===== src/rtl/mips31_pkg.sv =====
// Shared MIPS31 definitions: phase encoding, instruction class indices and PC source selects.
package mips31_pkg;

  typedef enum logic [2:0] {
    StFetch  = 3'd0,
    StDecode = 3'd1,
    StExec   = 3'd2,
    StMem    = 3'd3,
    StWb     = 3'd4,
    StTrap   = 3'd7
  } state_e;

  localparam int unsigned InstrJr  = 16;
  localparam int unsigned InstrLw  = 23;
  localparam int unsigned InstrSw  = 24;
  localparam int unsigned InstrBeq = 25;
  localparam int unsigned InstrBne = 26;
  localparam int unsigned InstrJ   = 29;
  localparam int unsigned InstrJal = 30;

  localparam logic [1:0] PcSelSeq    = 2'd0;
  localparam logic [1:0] PcSelBranch = 2'd1;
  localparam logic [1:0] PcSelJump   = 2'd2;
  localparam logic [1:0] PcSelReg    = 2'd3;

  // True when exactly one bit of v is set.
  function automatic logic is_one_hot(input logic [31:0] v);
    logic seen;
    logic multi;
    seen  = 1'b0;
    multi = 1'b0;
    for (int i = 0; i < 32; i++) begin
      if (v[i]) begin
        multi = multi | seen;
        seen  = 1'b1;
      end
    end
    return seen & ~multi;
  endfunction

endpackage


===== src/rtl/retire_counter.sv =====
// Enable counter with asynchronous active-low clear; wraps modulo 2^CNT_W.
module retire_counter #(
  parameter int unsigned CNT_W = 32
) (
  input  logic             clk_i,
  input  logic             rst_ni,
  input  logic             en_i,
  output logic [CNT_W-1:0] cnt_o
);

  logic [CNT_W-1:0] cnt_q, cnt_d;

  always_comb begin
    cnt_d = cnt_q;
    if (en_i) cnt_d = cnt_q + CNT_W'(1);
  end

  always_ff @(posedge clk_i or negedge rst_ni) begin
    if (!rst_ni) cnt_q <= '0;
    else         cnt_q <= cnt_d;
  end

  assign cnt_o = cnt_q;

endmodule


===== src/rtl/multicycle_sequencer.sv =====
// Multi-cycle FETCH/DECODE/EXEC/MEM/WB sequencer gating datapath write strobes and
// counting retired instructions.
module multicycle_sequencer
  import mips31_pkg::*;
#(
  parameter int unsigned CNT_W = 32
) (
  input  logic             clk,
  input  logic             rst_n,
  input  logic [31:0]      instruction_type,
  input  logic             z,
  input  logic             im_ready,
  input  logic             dm_ready,
  output logic             IM_R,
  output logic             IR_W,
  output logic             PC_W,
  output logic [1:0]       pc_sel,
  output logic             RF_W,
  output logic             DM_CS,
  output logic             DM_R,
  output logic             DM_W,
  output logic [2:0]       state,
  output logic             illegal,
  output logic [CNT_W-1:0] retire_cnt
);

  state_e state_q, state_d;

  logic is_jr, is_lw, is_sw, is_beq, is_bne, is_j, is_jal;
  logic br_taken;

  assign is_jr    = instruction_type[InstrJr];
  assign is_lw    = instruction_type[InstrLw];
  assign is_sw    = instruction_type[InstrSw];
  assign is_beq   = instruction_type[InstrBeq];
  assign is_bne   = instruction_type[InstrBne];
  assign is_j     = instruction_type[InstrJ];
  assign is_jal   = instruction_type[InstrJal];
  assign br_taken = (is_beq & z) | (is_bne & ~z);

  always_ff @(posedge clk or negedge rst_n) begin
    if (!rst_n) state_q <= StFetch;
    else        state_q <= state_d;
  end

  // Strobes are qualified with rst_n so an asserted reset silences them immediately.
  always_comb begin
    state_d = state_q;
    IM_R    = 1'b0;
    IR_W    = 1'b0;
    PC_W    = 1'b0;
    pc_sel  = PcSelSeq;
    RF_W    = 1'b0;
    DM_CS   = 1'b0;
    DM_R    = 1'b0;
    DM_W    = 1'b0;
    if (rst_n) begin
      unique case (state_q)
        StFetch: begin
          IM_R = 1'b1;
          if (im_ready) begin
            IR_W    = 1'b1;
            state_d = StDecode;
          end
        end
        StDecode: begin
          state_d = is_one_hot(instruction_type) ? StExec : StTrap;
        end
        StExec: begin
          if (is_beq || is_bne) begin
            PC_W    = 1'b1;
            pc_sel  = br_taken ? PcSelBranch : PcSelSeq;
            state_d = StFetch;
          end else if (is_j) begin
            PC_W    = 1'b1;
            pc_sel  = PcSelJump;
            state_d = StFetch;
          end else if (is_jr) begin
            PC_W    = 1'b1;
            pc_sel  = PcSelReg;
            state_d = StFetch;
          end else if (is_lw || is_sw) begin
            state_d = StMem;
          end else begin
            state_d = StWb;
          end
        end
        StMem: begin
          DM_CS = 1'b1;
          DM_R  = is_lw;
          DM_W  = is_sw;
          if (dm_ready) begin
            if (is_sw) begin
              PC_W    = 1'b1;
              state_d = StFetch;
            end else begin
              state_d = StWb;
            end
          end
        end
        StWb: begin
          RF_W    = 1'b1;
          PC_W    = 1'b1;
          pc_sel  = is_jal ? PcSelJump : PcSelSeq;
          state_d = StFetch;
        end
        StTrap: begin
          state_d = StTrap;
        end
        default: begin
          state_d = StTrap;
        end
      endcase
    end
  end

  assign state   = state_q;
  assign illegal = (state_q == StTrap);

  retire_counter #(
    .CNT_W(CNT_W)
  ) u_retire_counter (
    .clk_i (clk),
    .rst_ni(rst_n),
    .en_i  (PC_W),
    .cnt_o (retire_cnt)
  );

endmodule


===== config.mk =====
export PLATFORM = sky130hd
export DESIGN_NAME = multicycle_sequencer
export DESIGN_NICKNAME = d
export VERILOG_FILES = /design/src/rtl/mips31_pkg.sv /design/src/rtl/retire_counter.sv /design/src/rtl/multicycle_sequencer.sv
export SDC_FILE = /design/constraint.sdc
export NUM_CORES = 1
export LEC_CHECK = 0
export CAP_MARGIN = 5
export CORE_MARGIN = 2
export CORE_UTILIZATION = 48
export DETAILED_ROUTE_END_ITERATION = 12
export PLACE_DENSITY = 0.91
export SETUP_SLACK_MARGIN = 0.3
export SKIP_LAST_GASP = 1
export SLEW_MARGIN = 25
export SYNTH_ARGS = -nofsm -noshare
export SYNTH_HDL_FRONTEND = slang
export SYNTH_SLANG_ARGS = --single-unit

===== constraint.sdc =====
create_clock -name clk -period 5.5 [get_ports clk]
set_input_delay 0.55 -clock clk [delete_from_list [all_inputs] [get_ports clk]]
set_output_delay 0.55 -clock clk [all_outputs]
set_load 0.02 [all_outputs]

# ---- Yosys cells after proc, flatten, opt, wreduce, memory -nomap -nowiden
# Cells that the tools add are included.
dict set report word_totals {
  in_bits 37
  output_inout_bits 45
  regBits 35
  elab_cells 278
}
dict set report op_classes {
  add_sub_neg 1
  mux 227
  n_reduce_logical 4
  bitwise_logic 37
  eq_ne 7
}
# operator n
set op_table {}
lappend op_table {{1-bit 2-to-1 mux} 211}
lappend op_table {{32-bit by 1-bit adder with 32-bit output, second input constant} 1}
lappend op_table {{1-bit OR} 32}
lappend op_table {{3-bit 2-to-1 mux} 8}
lappend op_table {{3-bit one-hot mux with 5 select lines} 1}
lappend op_table {{2-bit 2-to-1 mux} 5}
lappend op_table {{3-bit by 2-bit equality test with 1-bit output, second input constant} 2}
lappend op_table {{3-bit equality test, second input constant} 2}
lappend op_table {{2-bit inequality test, second input constant} 2}
lappend op_table {{2-bit one-hot mux with 2 select lines} 1}
lappend op_table {{1-bit AND} 3}
lappend op_table {{3-bit by 1-bit equality test with 1-bit output, second input constant} 1}
lappend op_table {{3-bit zero test} 1}
lappend op_table {{1-bit one-hot mux with 3 select lines} 1}
lappend op_table {{3-bit AND reduction} 1}
lappend op_table {{1-bit logical OR} 2}
lappend op_table {{1-bit NOT} 2}

# ---- Logic depth before layout (Yosys ltp)
# Gate-level depths: netlist of the first run.
dict set report depth {
  word_depth 131
  ltp_mapped 9
  depth_no_buf 7
}

# ---- Cells and area by module
# From an unflattened synthesis of the first run, not the netlist that was laid out.
dict set report unflattened {
  hier_cells 244
  area_unflattened_um2 2237.1
}
# mod seq_area_each_um2 area_each_um2 instances cells_each
set by_module_without_submodules {}
lappend by_module_without_submodules {retire_counter 800.8 1475.2 1 128}
lappend by_module_without_submodules {multicycle_sequencer 75.1 762.0 1 116}

# ---- Least setup slack after synthesis of the first run
# OpenSTA, ideal clock, no wires.
dict set report synth_path {
  path_type {input-to-reg}
  from {in instruction_type[16]}
  to {reg state_q[0], in the netlist state[0]}
  path_stages 7
  setup_time_ns 0.126
  arrival_time_ns 2.812
  t_required_ns 5.374
  path_buffers 0
  setup_slack_ns 2.562
  cell_sequence {or4_4 nand2b_4 or4_4 or4b_1 a31oi_1 a31oi_1 o32a_1}
}
dict set report synth_via {
  elab_chain_len 67
  word_cells_on_any_way 118
  cone_classes {mux (101); bitwise (17)}
}
# element line
set synth_lines {}
lappend synth_lines {{start, declared} multicycle_sequencer.sv:10} ;# input logic [31:0] instruction_type,
lappend synth_lines {{1-bit 2-to-1 mux} mips31_pkg.sv:33} ;# if (v[i]) begin
lappend synth_lines {{1-bit 2-to-1 mux} multicycle_sequencer.sv:58} ;# unique case (state_q)
lappend synth_lines {{1-bit 2-to-1 mux} multicycle_sequencer.sv:57} ;# if (rst_n) begin
lappend synth_lines {{1-bit OR} mips31_pkg.sv:34} ;# multi = multi | seen;
lappend synth_lines {{1-bit 2-to-1 mux} mips31_pkg.sv:33}
lappend synth_lines {{1-bit 2-to-1 mux} multicycle_sequencer.sv:58}
lappend synth_lines {{1-bit 2-to-1 mux} multicycle_sequencer.sv:57}
lappend synth_lines {{1-bit OR} mips31_pkg.sv:34}
lappend synth_lines {{[... 51 more ...]} n/a}
lappend synth_lines {{1-bit OR} mips31_pkg.sv:34}
lappend synth_lines {{1-bit 2-to-1 mux} mips31_pkg.sv:33}
lappend synth_lines {{1-bit 2-to-1 mux} multicycle_sequencer.sv:58}
lappend synth_lines {{1-bit 2-to-1 mux} multicycle_sequencer.sv:57}
lappend synth_lines {{1-bit NOT} mips31_pkg.sv:38} ;# return seen & ~multi;
lappend synth_lines {{1-bit AND} mips31_pkg.sv:38}
lappend synth_lines {{3-bit 2-to-1 mux} multicycle_sequencer.sv:67} ;# state_d = is_one_hot(instruction_type) ? StExec : StTrap;
lappend synth_lines {{3-bit one-hot mux with 5 select lines (*)} multicycle_sequencer.sv:58}
lappend synth_lines {{end signal, assigned} multicycle_sequencer.sv:42} ;# if (!rst_n) state_q <= StFetch;
lappend synth_lines {{end signal, assigned} multicycle_sequencer.sv:43} ;# else state_q <= state_d;
lappend synth_lines {{end, declared} multicycle_sequencer.sv:27} ;# state_e state_q, state_d;
# Mark *: on every way between the ends. The rest lies on a longest branch, timed or not. The select of a mux whose other input is x is not followed.
# A chain may end at the register's enable or synchronous reset.

# ---- Worst setup path in the final report of the first run
dict set report layout_path {
  from {in instruction_type[16]}
  to {out PC_W}
}
dict set report layout_via {
  elab_chain_len 5
}
# element line
set layout_lines {}
lappend layout_lines {{1-bit 2-to-1 mux} multicycle_sequencer.sv:78} ;# end else if (is_jr) begin
lappend layout_lines {{1-bit 2-to-1 mux} multicycle_sequencer.sv:74} ;# end else if (is_j) begin
lappend layout_lines {{1-bit 2-to-1 mux} multicycle_sequencer.sv:70} ;# if (is_beq || is_bne) begin
lappend layout_lines {{1-bit one-hot mux with 3 select lines} multicycle_sequencer.sv:58}
lappend layout_lines {{1-bit 2-to-1 mux} multicycle_sequencer.sv:57}
lappend layout_lines {{end, declared} multicycle_sequencer.sv:16} ;# output logic PC_W,
# Every way passes these cells.

==> impl_metrics.tcl, run 1 <==
set metrics [dict create \
    yosysWarnings 0 \
    num_rows 24 \
    num_antenna_cells 0 \
    die_h_um 71.9 \
    via_count 2149 \
    syn_area_sq_mm 0.00221 \
    crit_top_cell "clkdlybuf4s50_1" \
    critPathMaxFanout 9 \
    cts_buffers 5 \
    p_leak_nw 1.25 \
    drtIter0Drc 96 \
    dpl_cell_area_sq_mm 0.00308 \
    grt_usage 0.237 \
    final_hold_viol_count 0 \
    start_kind "input pin" \
    port_buffers 81 \
    nNetsFinal 366 \
    layout-drive-gt1-share 0.0729 \
    power.density_mw_per_mm2 202 \
    criticalPathCategory "input pin to primary output" \
    ant_nets 0 \
    wl_per_cell_um 15.2 \
    fin_area_sq_mm 0.00318 \
    slew_headroom 0.473 \
    cp_slowest_cell "or4_2" \
    skew_ns 0.00766 \
    finalSetupViolations 0 \
    ys_types 48 \
    dp_hpwl_um 4520 \
    grt_max_degree 42 \
    peakVddDrop_v 0.000224 \
    place.gp.congestion 0.888 \
    netlist_top_cells_count "dfrtp_1 (35), nand2_1 (26), nor2_1 (23), xnor2_1 (22), nor3_1 (16)" \
    synth_area_leader_cell "dfrtp_1" \
    postCtsSetupRepairBufs 0 \
    clock_sinks 35 \
    synth_top_area_frac 0.396 \
    fmax_mhz 293 \
    hp-class "input pin to async pin" \
    drt_wl_total_um 5800 \
    synth_flop_cell "dfrtp_1" \
    cts_max_level 2 \
    first_pass_iters 4 \
    grt_pass1_vias 2025 \
    syn_inst 242 \
    die_x_um 71.9 \
    drc 0 \
    die-area_sq_mm 0.00517 \
    clkTransAtPathRegs_ns 0.07 \
    synth-edff-count 0 \
    area_growth_pct 43.7 \
    synth.ff_latch_count 35 \
    clock_path_buffers 2 \
    ys_seq_area_frac 0.396 \
    cts.repair.resized 0 \
    globalRouteOverflowTotal 0 \
    synthArstFlopShare 1.00 \
    worstPathArrival_ns 2.86 \
    cp.required_ns 4.95 \
    syn_avg_cell_area_sq_um 9.14 \
    maxSlewViolCount 0 \
    cap_viol_max_count 0 \
    layout_min_cycle_time_ns 3.41 \
    yosysMostFrequentCell "dfrtp_1" \
    finalCritPeriodShare 0.620 \
    hold_buffers 0 \
    start_util 0.505 \
    fin_setup_tns_ns 0 \
    cp-end-kind "primary output" \
    core_area_sq_mm 0.00438 \
    io_pins 82 \
    cpPeakStageDelay_ns 0.75 \
    rsz0062_at_grt "no" \
    outcome "completed" \
    synthTopCellsByArea "dfrtp_1 (40%), xnor2_1 (8.7%), nand2_1 (4.4%)" \
    cts_root_buf "clkbuf_8" \
    cts_tree "done" \
    syn_nets 280 \
    max_slew.worst_pin.slew_ns 0.783 \
    via_per_inst 5.64 \
    antenna_found_initial 0 \
    path_cells "clkdlybuf4s50_1 -> or4_2 -> o2111ai_1 -> a21boi_1 -> clkdlybuf4s50_1" \
    grt_pass1_wl_um 9520 \
    clkLatencyLatePin_ns 0.28 \
]
area by class of cell:
class | count | area (sq um)
fillers | 313 | 1210
repair buffers | 82 | 813
inverters | 8 | 30.0
flip-flops and latches | 35 | 876
clock buffers | 8 | 100
multi-input cells | 196 | 1290
well taps | 52 | 65.1
path summary, 6_finish.rpt:
kind,startpoint,endpoint,slack [ns],cells past startpoint
min in group clk,u_retire_counter.cnt_o[31],u_retire_counter.cnt_o[31],0.48,1
setup reg to reg,state[2],u_retire_counter.cnt_o[27],2.62,7
hold reg to reg,u_retire_counter.cnt_o[31],u_retire_counter.cnt_o[31],0.48,1
setup / recovery,instruction_type[16],PC_W,2.09,5
hold / removal,rst_n,u_retire_counter.cnt_o[31],0.35,2
max in group asynchronous,rst_n,u_retire_counter.cnt_o[5],4.81,2
cells by family (layout without fill, tap and decap cells):
family / after synthesis / count (layout) / synth area share
muxes: 2 / 2 / 0.00962
adders and majority gates: 5 / 5 / 0.0238
DFF: 35 / 35 / 0.396
and+or+nand+nor: 131 / 131 / 0.341
buffers and inverters: 11 / 98 / 0.0192
xor gates and xnor gates: 31 / 31 / 0.123
AOI/OAI and AO/OA: 27 / 27 / 0.0877
stage by stage:
stage	hold slack, ns	setup WS (ns)	std cells	total power, mW	utilization
5_1_grt	0.393	1.99	381	0.675	0.725
3_3_place_gp	0.459	1.98	373	0.439	0.702
6_report	0.350	2.09	381	0.642	0.725
3_5_place_dp	0.477	1.89	373	0.444	0.702
4_1_cts	0.360	2.09	381	0.647	0.725
2_1_floorplan	0.254	2.56	242	0.358	-
layout by cell type (no fill, tap or decap), drive strengths merged, types with 7 or more instances in the layout:
cell type	n
nand2b	7
nand4	7
nand2	26
dfrtp	35
inv	8
nor3	17
nand3	14
nor4	10
o21ai	7
clkdlybuf4s50	80
clkbuf	8
xor2	9
nor2	23
xnor2	22
routing by layer:
metal,up-vias,wire length (um),global-route usage
met1,1022,2400,0.301
li1,1055,-,-
met2,61,3010,0.404
met5,-,0,0
met4,0,104,0.0797
met3,11,289,0.0478
worst max-delay path, delay by kind of cell:
kind            cells  cell delay [ns]
buf+inv             2             1.10
simple gates        1             0.75
compound gates      2             0.45
where the power goes:
part	switching [mW]	leakage, nW	internal [mW]
Sequential	0.0261	0.449	0.270
Combinational	0.0706	0.749	0.0745
Clock	0.0864	0.0515	0.114
registers in the layout (all words and copies together) (netlist names):
name	flops
u_retire_counter.cnt_o	32
state	3
Power figures use the tool's default switching activity.
==> inputs of run 2 (changes only) <==
Settings changed: CORE_UTILIZATION 48 to 45, PLACE_DENSITY 0.91 to 0.86.
Clock period 5.5 ns to 3.5 ns, I/O delays scaled along.
==> run 2 against run 1 <==
Clock skew down 0.00056 ns. Largest power group unchanged. First-iteration DRC count up 40%. Hold slack better by 0.12 ns. Clock power up 43%. Combinational power up 58%.
==> impl_metrics.tcl, run 2 (synthesized netlist as in run 1, its figures left out) <==
set metrics [dict create \
    outcome "completed" \
    slew_headroom 0.689 \
    drt_wl_total_um 5860 \
    cap_viol_max_count 0 \
    placed_cells 392 \
    met1_usage 0.271 \
    clock_sinks 35 \
    grt_util_met3 0.0501 \
    core_area_sq_mm 0.00472 \
    cp-end-kind "flip-flop" \
    hold_ws_ns 0.472 \
    globalRouteOverflowTotal 0 \
    area_growth_pct 45.6 \
    finalCritPeriodShare 0.867 \
    grt_use_met2 0.397 \
    fin_setup_tns_ns 0 \
    first_pass_iters 4 \
    grt_pass1_wl_um 9700 \
    fmax_mhz 330 \
    maxSlewViolCount 0 \
    start_kind "input pin" \
    layout_common_cells "clkdlybuf4s50_1 (80), dfrtp_1 (35), nand2_1 (26)" \
    dp_hpwl_um 4490 \
    finalSetupViolations 0 \
    grt_max_degree 25 \
    drc 0 \
    num_rows 25 \
    die_x_um 74.1 \
    p_leak_nw 1.26 \
    port_buffers 81 \
    start_util 0.468 \
    setup_slack_ns 0.467 \
    cp.required_ns 3.67 \
    layout-drive-gt1-share 0.0838 \
    worstPathArrival_ns 3.21 \
    drtIter0Drc 134 \
    preCtsSetupSlack_ns 0.157 \
    via_per_inst 5.40 \
    peakVddDrop_v 0.000181 \
    cts_buffers 5 \
    clkLatencyLatePin_ns 0.29 \
    antenna_found_initial 0 \
    fill_cells 380 \
    clkTransAtPathRegs_ns 0.07 \
    power.density_mw_per_mm2 304 \
    io_pins 82 \
    ant_nets 0 \
    mostFrequentLayoutCell "clkdlybuf4s50_1" \
    cpPeakStageDelay_ns 0.56 \
    gr-max-usage-layer "met2" \
    fin_util 0.682 \
    criticalPathCategory "input pin to flip-flop" \
    nNetsFinal 371 \
    skew_ns 0.00710 \
    cts_root_buf "clkbuf_8" \
    layout_min_cycle_time_ns 3.03 \
    wl_per_cell_um 14.6 \
    postCtsSetupRepairBufs 0 \
    die_h_um 74.1 \
    largest_reg_flops 32 \
    place.gp.congestion 0.853 \
    critPathMaxFanout 5 \
    cts_tree "done" \
    clock_path_buffers 2 \
    crit_top_cell "a31oi_1" \
    num_antenna_cells 0 \
    rsz0062_at_grt "no" \
    hp-class "flip-flop to flip-flop" \
    cts_max_level 2 \
    final_hold_viol_count 0 \
    grt_pass1_vias 2169 \
    finalNonFillerCells 401 \
    grt_usage 0.227 \
    cp_slowest_cell "or4_4" \
    via_count 2167 \
    path_cells "clkdlybuf4s50_1 -> nor4_4 -> nand4_2 -> or4_4 -> or4b_1 -> a31oi_1 -> a31oi_1 -> o32a_1" \
    die-area_sq_mm 0.00549 \
    max_slew.worst_pin.slew_ns 0.464 \
]
-- run 2: changes by cell type in the layout (fill, tap and decap cells not counted), sizes merged --
cell,delta
clkbuf,-1
clkinv,+1
dlygate4sd3,+1
buf,+4
-- run 2: final cells by class --
class	instances	area, sq um	area share
Clock buffer	7	76.3	0.0237
Clock inverter	1	5.00	0.00155
Inverter	8	30.0	0.00932
Multi-Input combinational cell	196	1300	0.403
Sequential cell	35	876	0.272
Tap cell	67	83.8	0.0260
Timing Repair Buffer	87	853	0.265
-- run 2: per-layer routing --
layer | share of wire | vias up | routed length, um
met5 | 0 | - | 0
met4 | 0.014 | 0 | 82
met3 | 0.067 | 9 | 394
met2 | 0.50 | 64 | 2950
met1 | 0.41 | 1033 | 2430
li1 | - | 1061 | -
-- run 2: path summary, 6_finish.rpt --
path                                             from                    endpoint  slack, ns  cells past startpoint
setup / recovery                  instruction_type[2]                    state[0]       0.47                      8
hold / removal             u_retire_counter.cnt_o[31]  u_retire_counter.cnt_o[31]       0.47                      1
setup reg to reg                             state[2]  u_retire_counter.cnt_o[25]       1.13                      8
hold reg to reg            u_retire_counter.cnt_o[31]  u_retire_counter.cnt_o[31]       0.47                      1
max in group asynchronous                       rst_n  u_retire_counter.cnt_o[23]       2.35                      3
min in group asynchronous                       rst_n   u_retire_counter.cnt_o[4]       0.52                      2
-- run 2: power breakdown --
group          internal, mW  switching (mW)  total [mW]
Sequential            0.425          0.0384       0.463
Combinational         0.118           0.111       0.229
Clock                 0.140           0.148       0.288
Total                 0.683           0.297       0.980
-- run 2: what timing repair did --
action / 4_1_cts / 5_1_grt
endpoints found under the setup margin: 0 / 1
resized for setup: 0 / 1
hold buffers: 1 / 0
hold endpoints to repair: 11 / 0
-- run 2: stage by stage --
step                total power, mW  cell area (sq um)
finish                        0.980               3220
global route                   1.02               3220
CTS                           0.984               3220
detailed placement            0.697               3130
global placement              0.691               3130
floorplan                     0.562               2210
-- run 2: critical path: cells and delay by family --
family,cells,cell delay [ns]
AND/OR/NAND/NOR,4,1.69
buffers and inverters,1,0.48
AO/OA/AOI/OAI,3,0.68
==> inputs of run 3 (changes only) <==
Settings changed: CTS_CLUSTER_SIZE set to 12.
==> results of run 3 <==
Final layout, timing and power as in run 2 (identical DEF).
